<file path="src/rtl/piso_tx_if.sv">
// piso_tx_if: word handshake and serial output bundle for piso_tx.
//   par_in      - word to transmit (master -> slave)
//   load_valid  - master offers par_in
//   load_ready  - slave can accept a word this cycle
//   ser_out     - serial data bit
//   ser_valid   - ser_out carries a frame bit
//   frame_start - first bit of a frame is on ser_out
//   done        - last bit of a frame is on ser_out
//   busy        - frame in progress (same as ser_valid)
interface piso_tx_if #(
   parameter int WIDTH = 4
);
   logic [WIDTH-1:0] par_in;
   logic             load_valid;
   logic             load_ready;
   logic             ser_out;
   logic             ser_valid;
   logic             frame_start;
   logic             done;
   logic             busy;

   modport master (
      output par_in, load_valid,
      input  load_ready, ser_out, ser_valid, frame_start, done, busy
   );

   modport slave (
      input  par_in, load_valid,
      output load_ready, ser_out, ser_valid, frame_start, done, busy
   );
endinterface

</file>
<file path="src/rtl/piso_tx.sv">
// piso_tx: parallel-in, serial-out transmitter.
// Accepts a WIDTH-bit word on a valid/ready handshake and shifts it out one
// bit per clock, optionally followed by an even-parity bit. A new word may be
// accepted in the last cycle of a frame, giving gapless back-to-back frames.
// Ports:
//   clk - rising-edge clock
//   rst - asynchronous active-high reset
//   bus - piso_tx_if slave: par_in/load_valid in, load_ready (combinational),
//         ser_out/ser_valid/frame_start/done/busy out (registered)
module piso_tx #(
   parameter int WIDTH     = 4,
   parameter bit MSB_FIRST = 1'b0,
   parameter bit PARITY_EN = 1'b1
) (
   input  logic      clk,
   input  logic      rst,
   piso_tx_if.slave  bus
);

   localparam int CW = $clog2(WIDTH);

   typedef enum logic [1:0] {
      IDLE   = 2'd0,
      SHIFT  = 2'd1,
      PARITY = 2'd2
   } state_t;

   state_t           state;
   logic [WIDTH-1:0] shreg;
   logic [WIDTH-1:0] shreg_nxt;
   logic [CW-1:0]    cnt;
   logic             par_bit;
   logic             ser_out_r;
   logic             ser_valid_r;
   logic             frame_start_r;
   logic             done_r;
   logic             load_ready;
   logic             accept;
   logic             load_head;
   logic             shift_head;

   // shreg holds the whole word with the bit currently on ser_out at the
   // head; it rotates rather than shifts so every bit stays in use.
   always_comb begin
      load_ready = !rst && ((state == IDLE) || done_r);
      accept     = bus.load_valid && load_ready;
      if (MSB_FIRST) begin
         shreg_nxt  = {shreg[WIDTH-2:0], shreg[WIDTH-1]};
         load_head  = bus.par_in[WIDTH-1];
         shift_head = shreg_nxt[WIDTH-1];
      end else begin
         shreg_nxt  = {shreg[0], shreg[WIDTH-1:1]};
         load_head  = bus.par_in[0];
         shift_head = shreg_nxt[0];
      end
   end

   always_ff @(posedge clk or posedge rst) begin
      if (rst) begin
         state         <= IDLE;
         shreg         <= '0;
         cnt           <= '0;
         par_bit       <= 1'b0;
         ser_out_r     <= 1'b0;
         ser_valid_r   <= 1'b0;
         frame_start_r <= 1'b0;
         done_r        <= 1'b0;
      end else if (accept) begin
         state         <= SHIFT;
         shreg         <= bus.par_in;
         cnt           <= '0;
         par_bit       <= ^bus.par_in;
         ser_out_r     <= load_head;
         ser_valid_r   <= 1'b1;
         frame_start_r <= 1'b1;
         done_r        <= 1'b0;
      end else begin
         case (state)
            SHIFT: begin
               frame_start_r <= 1'b0;
               if (cnt == CW'(WIDTH - 1)) begin
                  if (PARITY_EN) begin
                     // counter holds at WIDTH-1 through the parity cycle
                     state     <= PARITY;
                     ser_out_r <= par_bit;
                     done_r    <= 1'b1;
                  end else begin
                     state       <= IDLE;
                     cnt         <= '0;
                     ser_out_r   <= 1'b0;
                     ser_valid_r <= 1'b0;
                     done_r      <= 1'b0;
                  end
               end else begin
                  cnt       <= cnt + 1'b1;
                  shreg     <= shreg_nxt;
                  ser_out_r <= shift_head;
                  // without parity the last data bit is the last frame bit
                  done_r    <= !PARITY_EN && (cnt == CW'(WIDTH - 2));
               end
            end
            PARITY: begin
               state         <= IDLE;
               cnt           <= '0;
               ser_out_r     <= 1'b0;
               ser_valid_r   <= 1'b0;
               frame_start_r <= 1'b0;
               done_r        <= 1'b0;
            end
            default: begin
               state         <= IDLE;
               cnt           <= '0;
               ser_out_r     <= 1'b0;
               ser_valid_r   <= 1'b0;
               frame_start_r <= 1'b0;
               done_r        <= 1'b0;
            end
         endcase
      end
   end

   assign bus.load_ready  = load_ready;
   assign bus.ser_out     = ser_out_r;
   assign bus.ser_valid   = ser_valid_r;
   assign bus.frame_start = frame_start_r;
   assign bus.done        = done_r;
   assign bus.busy        = ser_valid_r;

endmodule

</file>
<file path="src/flat_wrapper.sv">
// flat-port wrapper written by rule: the top's interface ports become plain ports
module piso_tx_flat 
#(
   parameter int WIDTH     = 4,
   parameter bit MSB_FIRST = 1'b0,
   parameter bit PARITY_EN = 1'b1
)
  (clk, rst, bus_par_in, bus_load_valid, bus_load_ready, bus_ser_out, bus_ser_valid, bus_frame_start, bus_done, bus_busy);
  piso_tx_if #(.WIDTH(WIDTH)) bus_i ();
  input  logic clk;
  input  logic rst;
  input wire logic [$bits(bus_i.par_in)-1:0] bus_par_in;
  input wire logic [$bits(bus_i.load_valid)-1:0] bus_load_valid;
  output wire logic [$bits(bus_i.load_ready)-1:0] bus_load_ready;
  output wire logic [$bits(bus_i.ser_out)-1:0] bus_ser_out;
  output wire logic [$bits(bus_i.ser_valid)-1:0] bus_ser_valid;
  output wire logic [$bits(bus_i.frame_start)-1:0] bus_frame_start;
  output wire logic [$bits(bus_i.done)-1:0] bus_done;
  output wire logic [$bits(bus_i.busy)-1:0] bus_busy;
  assign bus_i.par_in = bus_par_in;
  assign bus_i.load_valid = bus_load_valid;
  assign bus_load_ready = bus_i.load_ready;
  assign bus_ser_out = bus_i.ser_out;
  assign bus_ser_valid = bus_i.ser_valid;
  assign bus_frame_start = bus_i.frame_start;
  assign bus_done = bus_i.done;
  assign bus_busy = bus_i.busy;
  piso_tx #(.WIDTH(WIDTH), .MSB_FIRST(MSB_FIRST), .PARITY_EN(PARITY_EN)) u_core (.clk(clk), .rst(rst), .bus(bus_i));
endmodule
</file>
<file path="config.mk">
export PLATFORM = sky130hd
export DESIGN_NAME = piso_tx_flat
export DESIGN_NICKNAME = d
export VERILOG_FILES = /design/src/rtl/piso_tx_if.sv /design/src/rtl/piso_tx.sv /design/src/flat_wrapper.sv
export SDC_FILE = /design/constraint.sdc
export NUM_CORES = 1
export LEC_CHECK = 0
export ABC_CLOCK_PERIOD_IN_PS = 1500
export CORE_UTILIZATION = 42
export DETAILED_ROUTE_END_ITERATION = 8
export PLACE_DENSITY = 0.71
export SYNTH_ARGS = -nofsm -noshare
export SYNTH_HDL_FRONTEND = slang
export SYNTH_SLANG_ARGS = --single-unit
</file>
<file path="constraint.sdc">
create_clock -name clk -period 1.5 [get_ports clk]
set_input_delay 0.225 -clock clk [delete_from_list [all_inputs] [get_ports clk]]
set_output_delay 0.225 -clock clk [all_outputs]
set_load 0.02 [all_outputs]
</file>
Word-level counts from Yosys, hierarchy flattened
Index checks and enable logic that the tools add are counted.
Word-level totals
  logic and storage cells: 41
  output and inout port bits: 6
  input port bits: 7
  register bits: 13
Cells by class
  eq/ne operators: 6
  multiplexer cells: 18
  reductions and logical operators: 8
  add/sub/neg operators: 1
Operators by type and width (count)
  2-bit 2-to-1 mux: 6
  4-bit 2-to-1 mux: 3
  1-bit 2-to-1 mux: 9
  2-bit by 1-bit != test with 1-bit output (second input constant): 2
  4-bit XOR reduction: 1
  3-bit by 1-bit != test with 1-bit output (second input constant): 1
  3-bit by 2-bit != test with 1-bit output (second input constant): 1
  2-bit by 1-bit adder with 2-bit output (second input constant): 1
  2-bit by 1-bit == test with 1-bit output (second input constant): 1
  2-bit == test (second input constant): 1
  1-bit logical AND: 2
  2-bit logical NOT: 1
  2-bit AND reduction: 1
  2-bit nonzero test: 1
  1-bit logical NOT: 1
  1-bit logical OR: 1

Logic depth before layout (Yosys ltp)
Gate-level depths: netlist of run 1.
  word-level depth: 6
  depth in mapped cells: 5
  gate-level depth less buffers: 4

Worst setup path after synthesis of run 1
No wires, ideal clock.
  path type: flip-flop to flip-flop
  start point: register u_core.cnt[0]
  end point: register u_core.cnt[0]
  required time: 1.436 ns
  path slack: 0.072 ns
  cell stages (with the launch flop): 6
  data arrival time: 1.364 ns
  path through: dfrtp_1 ha_1 or3b_1 buf_2 a211oi_2 a21o_1
Between the ends
  word-level cells in the longest chain between the ends: 4
  elaborated cells on any way between the ends: 6
  those cells by class: add/sub (1); eq/ne (2); mux (3)
RTL lines
  from (decl): RTL line piso_tx.sv:31  | logic [CW-1:0] cnt;
  from (signal assigned): RTL line piso_tx.sv:95  | cnt <= cnt + 1'b1;
  2-bit by 1-bit adder with 2-bit output: RTL line piso_tx.sv:95
  2-bit 2-to-1 mux: RTL line piso_tx.sv:81  | if (cnt == CW'(WIDTH - 1)) begin
  2-bit 2-to-1 mux: RTL line piso_tx.sv:78  | case (state)
  2-bit 2-to-1 mux: RTL line piso_tx.sv:68  | end else if (accept) begin
Parallel ways exist; a longest one is shown, timed or not. The select of a mux whose other input is x is not followed.
A chain may end at the register's enable or synchronous reset.

Worst setup path after layout of run 1
Same ends and word-level chain as after synthesis.

==> impl_metrics.json, run 1 <==
{
  "detail-route-antenna-nets": 0,
  "post_dp_cell_area_um2": 817,
  "power_frac_comb_pct": 49.8,
  "num-nets-final": 86,
  "data_arrival_critical_path_ns": 1.62,
  "first_pass_iters": 3,
  "met2_length_um": 635,
  "wl_per_cell_um": 13.3,
  "core.rowCount": 13,
  "p_sw_mw": 0.554,
  "num-fill-cells": 122,
  "ir_worst_vdd_mv": 1.00,
  "synth.distinct_cells": 22,
  "initial_core_util_pct": 46.0,
  "synth_adder_area_share_pct": 2.04,
  "initial_antenna_violation_count": 0,
  "hold_violations_final": 0,
  "clock_tree.root_cell": "clkbuf_4",
  "numCtsBuffers": 3,
  "initialDrtViolationCount": 8,
  "areaGrowthSynthToFinish_pct": 38.2,
  "grt_pass1_vias": 473,
  "finalSetupViolCount": 0,
  "place_inst": 88,
  "post-route-min-period_ns": 1.42,
  "numPortBuffers": 12,
  "detailedPlacementHpwl_um": 946,
  "die_height_um": 40.2,
  "antenna_cells": 0,
  "postLayoutSetupSlackWorst_ns": 0.0843,
  "grt_first_pass_wirelength_um": 1870,
  "die-width_um": 40.2,
  "syn-instance-count": 53,
  "layout-drive-gt1-share_pct": 26.0,
  "design_area_um2": 847,
  "synth_top_family_by_area": "compound AO/OA/AOI/OAI gates",
  "cpMaxStageDelayCell": "or3b_4",
  "rsz0062_at_grt": "false",
  "clk_pin_slew_ns": 0.08,
  "cts-root-to-sink-buffers": 2,
  "syn-mean-instance-area_um2": 11.6,
  "routedLengthMet1_um": 540,
  "fmax_mhz": 706,
  "critical_path.endpoint_type": "flop",
  "p_leak_nw": 0.439,
  "max_cap_viol_count": 0,
  "start_kind": "flop",
  "netlist.top_cell.by_area": "dfrtp_1",
  "die_footprint_um2": 1620,
  "layout_commonest_cell": "dfrtp_1",
  "layout.area.seq_um2": 325,
  "grt.total_usage_pct": 18.2,
  "non_filler_cells_in_the_finished_layout": 92,
  "grt_overflow": 0,
  "synth-compound-area-share_pct": 16.5,
  "met3RoutedLength_um": 33,
  "yosys.area_share.xor_xnor_pct": 4.29,
  "synthDominantCellAreaShare_pct": 53.1,
  "number_of_max_slew_violations_in_the_final_report": 0,
  "final_core_utilization_pct": 63.5,
  "critical_path_required_ns": 1.71,
  "internal_power_component_mw": 1.00,
  "core-area_um2": 1330,
  "power.total_mw": 1.56,
  "worst_hold_path_class": "primary input to async pin",
  "worst_path_largest_cell_delay_ns": 0.42,
  "tritoncts_num_sinks": 13,
  "seqPwrFrac_pct": 36.8,
  "sw_frac_of_total_pct": 35.5,
  "worst_slew_pin_slew_ns": 0.355,
  "finalCritPeriodShare_pct": 94.4,
  "io_pins": 13,
  "ys_seq_elements": 13,
  "gp_congestion": 0.746,
  "grt_max_degree": 14,
  "synthTopCellsByArea": "dfrtp_1, mux2i_1, xnor2_1",
  "clock_insertion_delay_worst_skew_ns": 0.27,
  "cts_tree": "yes",
  "netlist_area_um2": 613,
  "syn-num-nets": 61,
  "postCtsSetupRepairBufs": 0,
  "worst-path-max-fanout": 4,
  "most-common-layout-cells": "dfrtp_1, buf_4, clkdlybuf4s50_1, mux2i_1, a21oi_1",
  "post_route_skew_ns": 0.00106,
  "timing.slew.headroom_pct": 76.3,
  "crit_chain": "ha_2, or3b_4, a211oi_2, a21o_1",
  "multi_input_area_um2": 268,
  "power_density_nw_per_um2": 1840,
  "pre_cts_slack_ns": -0.193,
  "post_synth_simple_gate_area_pct": 13.5,
  "routed_wirelength_um": 1220,
  "detail_route.drc_violations": 0,
  "vias_per_cell": 5.18,
  "timing.setup.critical_path_class": "flop to flop",
  "synth-seq-area-share_pct": 53.1,
  "via_count": 477,
  "cts-htree-levels": 1,
  "highest_layer": "met4",
  "outcome": "finished clean",
  "multiplexer_area_fraction_after_synthesis_pct": 6.53,
  "yosys_warnings": 0,
  "share_clk_of_total_power_pct": 13.4
}
## metal layers
metal | up-vias | GRT usage (%)
li1 | 236 | -
met1 | 232 | 20.6
met2 | 7 | 30.6
met3 | 2 | 3.33
met4 | 0 | 12.5
met5 | - | 0
## sequential cells by signal, indices dropped and copies added (netlist names)
signal,cells
u_core.shreg,4
u_core.cnt,2
u_core.state,2
u_core.bus.busy,1
u_core.bus.done,1
u_core.bus.frame_start,1
u_core.bus.ser_out,1
u_core.par_bit,1
## cell type report
type / count / area share [%]
inverters: 2 / 0.886
multi-input cells: 35 / 31.6
repair buffers: 23 / 23.8
well taps: 15 / 2.22
clock buffers: 4 / 3.10
flip-flops and latches: 13 / 38.4
## Yosys cell counts
master,n
a211oi_2,1
a21boi_0,1
a21o_1,1
a21oi_1,4
a22o_1,2
a32o_1,1
and2_1,1
buf_2,2
buf_4,1
dfrtp_1,13
ha_1,1
inv_1,2
mux2i_1,4
nand2_1,3
nand3_1,3
nand3b_1,3
nor2b_1,1
nor3b_2,1
o21ai_0,3
o21bai_2,1
or3b_1,1
xnor2_1,3
## logic make-up (layout without fill, tap and decap cells)
| family | Yosys count | after routing |
|---|---|---|
| muxes | 4 | 4 |
| buffers and inverters | 5 | 29 |
| AOI/OAI and AO/OA | 14 | 14 |
| and+or+nand+nor | 13 | 13 |
| adders and majority gates | 1 | 1 |
| xor gates and xnor gates | 3 | 3 |
| DFF | 13 | 13 |
## final timing paths
check / from / to / slack, ns / cells past startpoint
worst max-delay path: u_core.cnt[0] / u_core.cnt[0] / 0.08 / 4
worst min-delay path: rst / u_core.shreg[2] / 0.31 / 3
worst max register to register: u_core.cnt[0] / u_core.cnt[0] / 0.08 / 4
worst min register to register: u_core.cnt[1] / u_core.cnt[1] / 0.51 / 1
max in group asynchronous: rst / u_core.cnt[1] / 1.04 / 3
min in group clk: u_core.cnt[1] / u_core.cnt[1] / 0.51 / 1
## through the flow
step                      TNS (ns)  hold slack (ns)
after floorplan                  0            0.107
after global placement      -0.211            0.489
after detailed placement    -0.217            0.492
after CTS                        0            0.302
after global routing             0            0.326
final                            0            0.306
## worst max-delay path: cells and delay by family, from the launching register on
kind	cells	cell delay (ns)
compound gates	2	0.33
fa+ha+maj	1	0.21
flops	1	0.39
simple gates	1	0.42
## power groups by stage
| stage | registers [mW] | clock network, mW | logic, mW |
|---|---|---|---|
| floorplan | 0.621 | 0 | 0.440 |
| global placement | 0.576 | 0 | 0.750 |
| detailed placement | 0.582 | 0 | 0.771 |
| CTS | 0.575 | 0.219 | 0.778 |
| global route | 0.589 | 0.236 | 0.849 |
| finish | 0.572 | 0.209 | 0.776 |
## repair_timing
action | CTS | global route
setup endpoints to repair | 5 | 5
hold buffers | 0 | 0
gates resized for setup | 6 | 4
No activity file was read; power rests on OpenSTA's default activity.
==> run 2, diff against run 1 <==
Settings changed: GPL_TIMING_DRIVEN set to 0.
==> impl_metrics.json, run 2 (synthesis gave the netlist of run 1 again) <==
{
  "r2r.worst_path.cells": 5,
  "power_density_nw_per_um2": 1900,
  "met2_length_um": 585,
  "finalCritPeriodShare_pct": 96.4,
  "layout_commonest_cell": "dfrtp_1",
  "worst_path_largest_cell_delay_ns": 0.39,
  "io_pins": 13,
  "num-nets-final": 82,
  "worst_hold_path_class": "primary input to async pin",
  "cp.buffers_inverters": 1,
  "grt.total_usage_pct": 18.6,
  "first_pass_iters": 2,
  "post_route_skew_ns": 0.00230,
  "detail-route-antenna-nets": 0,
  "start_kind": "flop",
  "clk_pin_slew_ns": 0.08,
  "most-common-layout-cells": "dfrtp_1, clkdlybuf4s50_1, buf_4, mux2i_1, a21oi_1",
  "clock_insertion_delay_worst_skew_ns": 0.27,
  "power.total_mw": 1.57,
  "num-fill-cells": 125,
  "grt_first_pass_wirelength_um": 1840,
  "finalSetupViolCount": 0,
  "largest_register": "u_core.shreg",
  "grt_pass1_vias": 402,
  "cpLargestDelayFamily": "flip-flops",
  "vias_per_cell": 5.18,
  "worst_slew_pin_slew_ns": 0.366,
  "number_of_max_slew_violations_in_the_final_report": 0,
  "detailedPlacementHpwl_um": 778,
  "cts-root-to-sink-buffers": 2,
  "ir_worst_vdd_mv": 0.904,
  "timing.setup.critical_path_class": "flop to flop",
  "tritoncts_num_sinks": 13,
  "fmax_mhz": 692,
  "routedLengthMet1_um": 523,
  "cts_tree": "yes",
  "critical_path_required_ns": 1.72,
  "max_cap_viol_count": 0,
  "hold_slack_ns": 0.346,
  "postLayoutSetupSlackWorst_ns": 0.0546,
  "p_leak_nw": 0.405,
  "cts-htree-levels": 1,
  "hold_violations_final": 0,
  "detail_route.drc_violations": 0,
  "reg2reg_from": "u_core.cnt[1]",
  "crit_chain": "ha_2, or3b_1, buf_6, a211oi_2, a21o_1",
  "clock_tree.root_cell": "clkbuf_4",
  "numPortBuffers": 12,
  "core.rowCount": 13,
  "initial_core_util_pct": 46.0,
  "grt_max_degree": 14,
  "initial_antenna_violation_count": 0,
  "top_flop_regs": "u_core.shreg x4, u_core.cnt x2, u_core.state x2",
  "routed_wirelength_um": 1150,
  "worst-path-max-fanout": 4,
  "numCtsBuffers": 3,
  "critical_path.endpoint_type": "flop",
  "die_height_um": 40.2,
  "antenna_cells": 0,
  "largest_register_ffs": 4,
  "highest_layer": "met4",
  "outcome": "finished clean",
  "die-width_um": 40.2,
  "initialDrtViolationCount": 2,
  "startpoint": "u_core.cnt[1]",
  "die_footprint_um2": 1620,
  "areaGrowthSynthToFinish_pct": 34.3,
  "met3RoutedLength_um": 28,
  "pre_cts_slack_ns": -0.573,
  "reg_to_reg_endpoint": "u_core.cnt[0]",
  "data_arrival_critical_path_ns": 1.66,
  "core-area_um2": 1330,
  "timing.slew.headroom_pct": 75.5,
  "grt_overflow": 0,
  "ff2ff_setup_slack_ns": 0.05,
  "via_count": 456,
  "cpMaxStageDelayCell": "dfrtp_1",
  "post-route-min-period_ns": 1.45,
  "wl_per_cell_um": 13.1,
  "layout-drive-gt1-share_pct": 21.9,
  "gp_congestion": 0.690
}
[run 2: layout make-up]
type	instances	area (µm²)	share of cell area (%)
Timing Repair Buffer	16	145	17.6
Multi-Input combinational cell	35	273	33.1
Inverter	2	11.3	1.37
Buffer	3	23.8	2.89
Tap cell	15	18.8	2.28
Sequential cell	13	325	39.5
Clock buffer	4	26.3	3.19
[run 2: timing repair]
| action | 4_1_cts | 5_1_grt |
|---|---|---|
| pin swaps | 1 | 3 |
| hold buffers | 0 | 0 |
| setup buffers | 3 | 1 |
| setup endpoints to repair | 4 | 5 |
| gates cloned | 0 | 0 |
| resized for setup | 8 | 6 |
[run 2: how the worst max path moves through the flow]
stage	slack (ns)	end	cells after the start
global placement	-0.57	bus_load_ready	4
finish	0.05	u_core.cnt[0]	5
global route	-0.003	u_core.shreg[0]	5
CTS	0.01	u_core.shreg[0]	5
floorplan	0.07	u_core.cnt[0]	5
detailed placement	-0.57	bus_load_ready	4
[run 2: power by group]
group          switching [mW]  total (mW)  leakage, nW  internal (mW)
Clock                   0.111       0.214       0.0150          0.103
Sequential             0.0983       0.594        0.163          0.496
Combinational           0.354       0.758        0.227          0.404
Total                   0.563        1.57        0.405           1.00
[run 2: tightest hold or removal path, stage by stage]
cell             delay, ns
clkdlybuf4s50_1       0.45
clkinvlp_4            0.10
buf_4                 0.20
[run 2: routing by layer]
layer  GRT usage, %  vias to the layer above
met3           5.00                        2
met5              0                        -
li1               -                      227
met1           23.0                      218
met2           28.2                        9
met4           12.5                        0
[run 2: stage by stage]
stage	util, %	cells	instance area [µm²]	setup TNS [ns]
5_1_grt	61.7	88	823	-0.00333
2_1_floorplan	-	53	613	0
6_report	61.7	88	823	0
3_3_place_gp	56.4	80	752	-1.02
4_1_cts	60.3	87	805	0
3_5_place_dp	56.4	80	752	-1.14
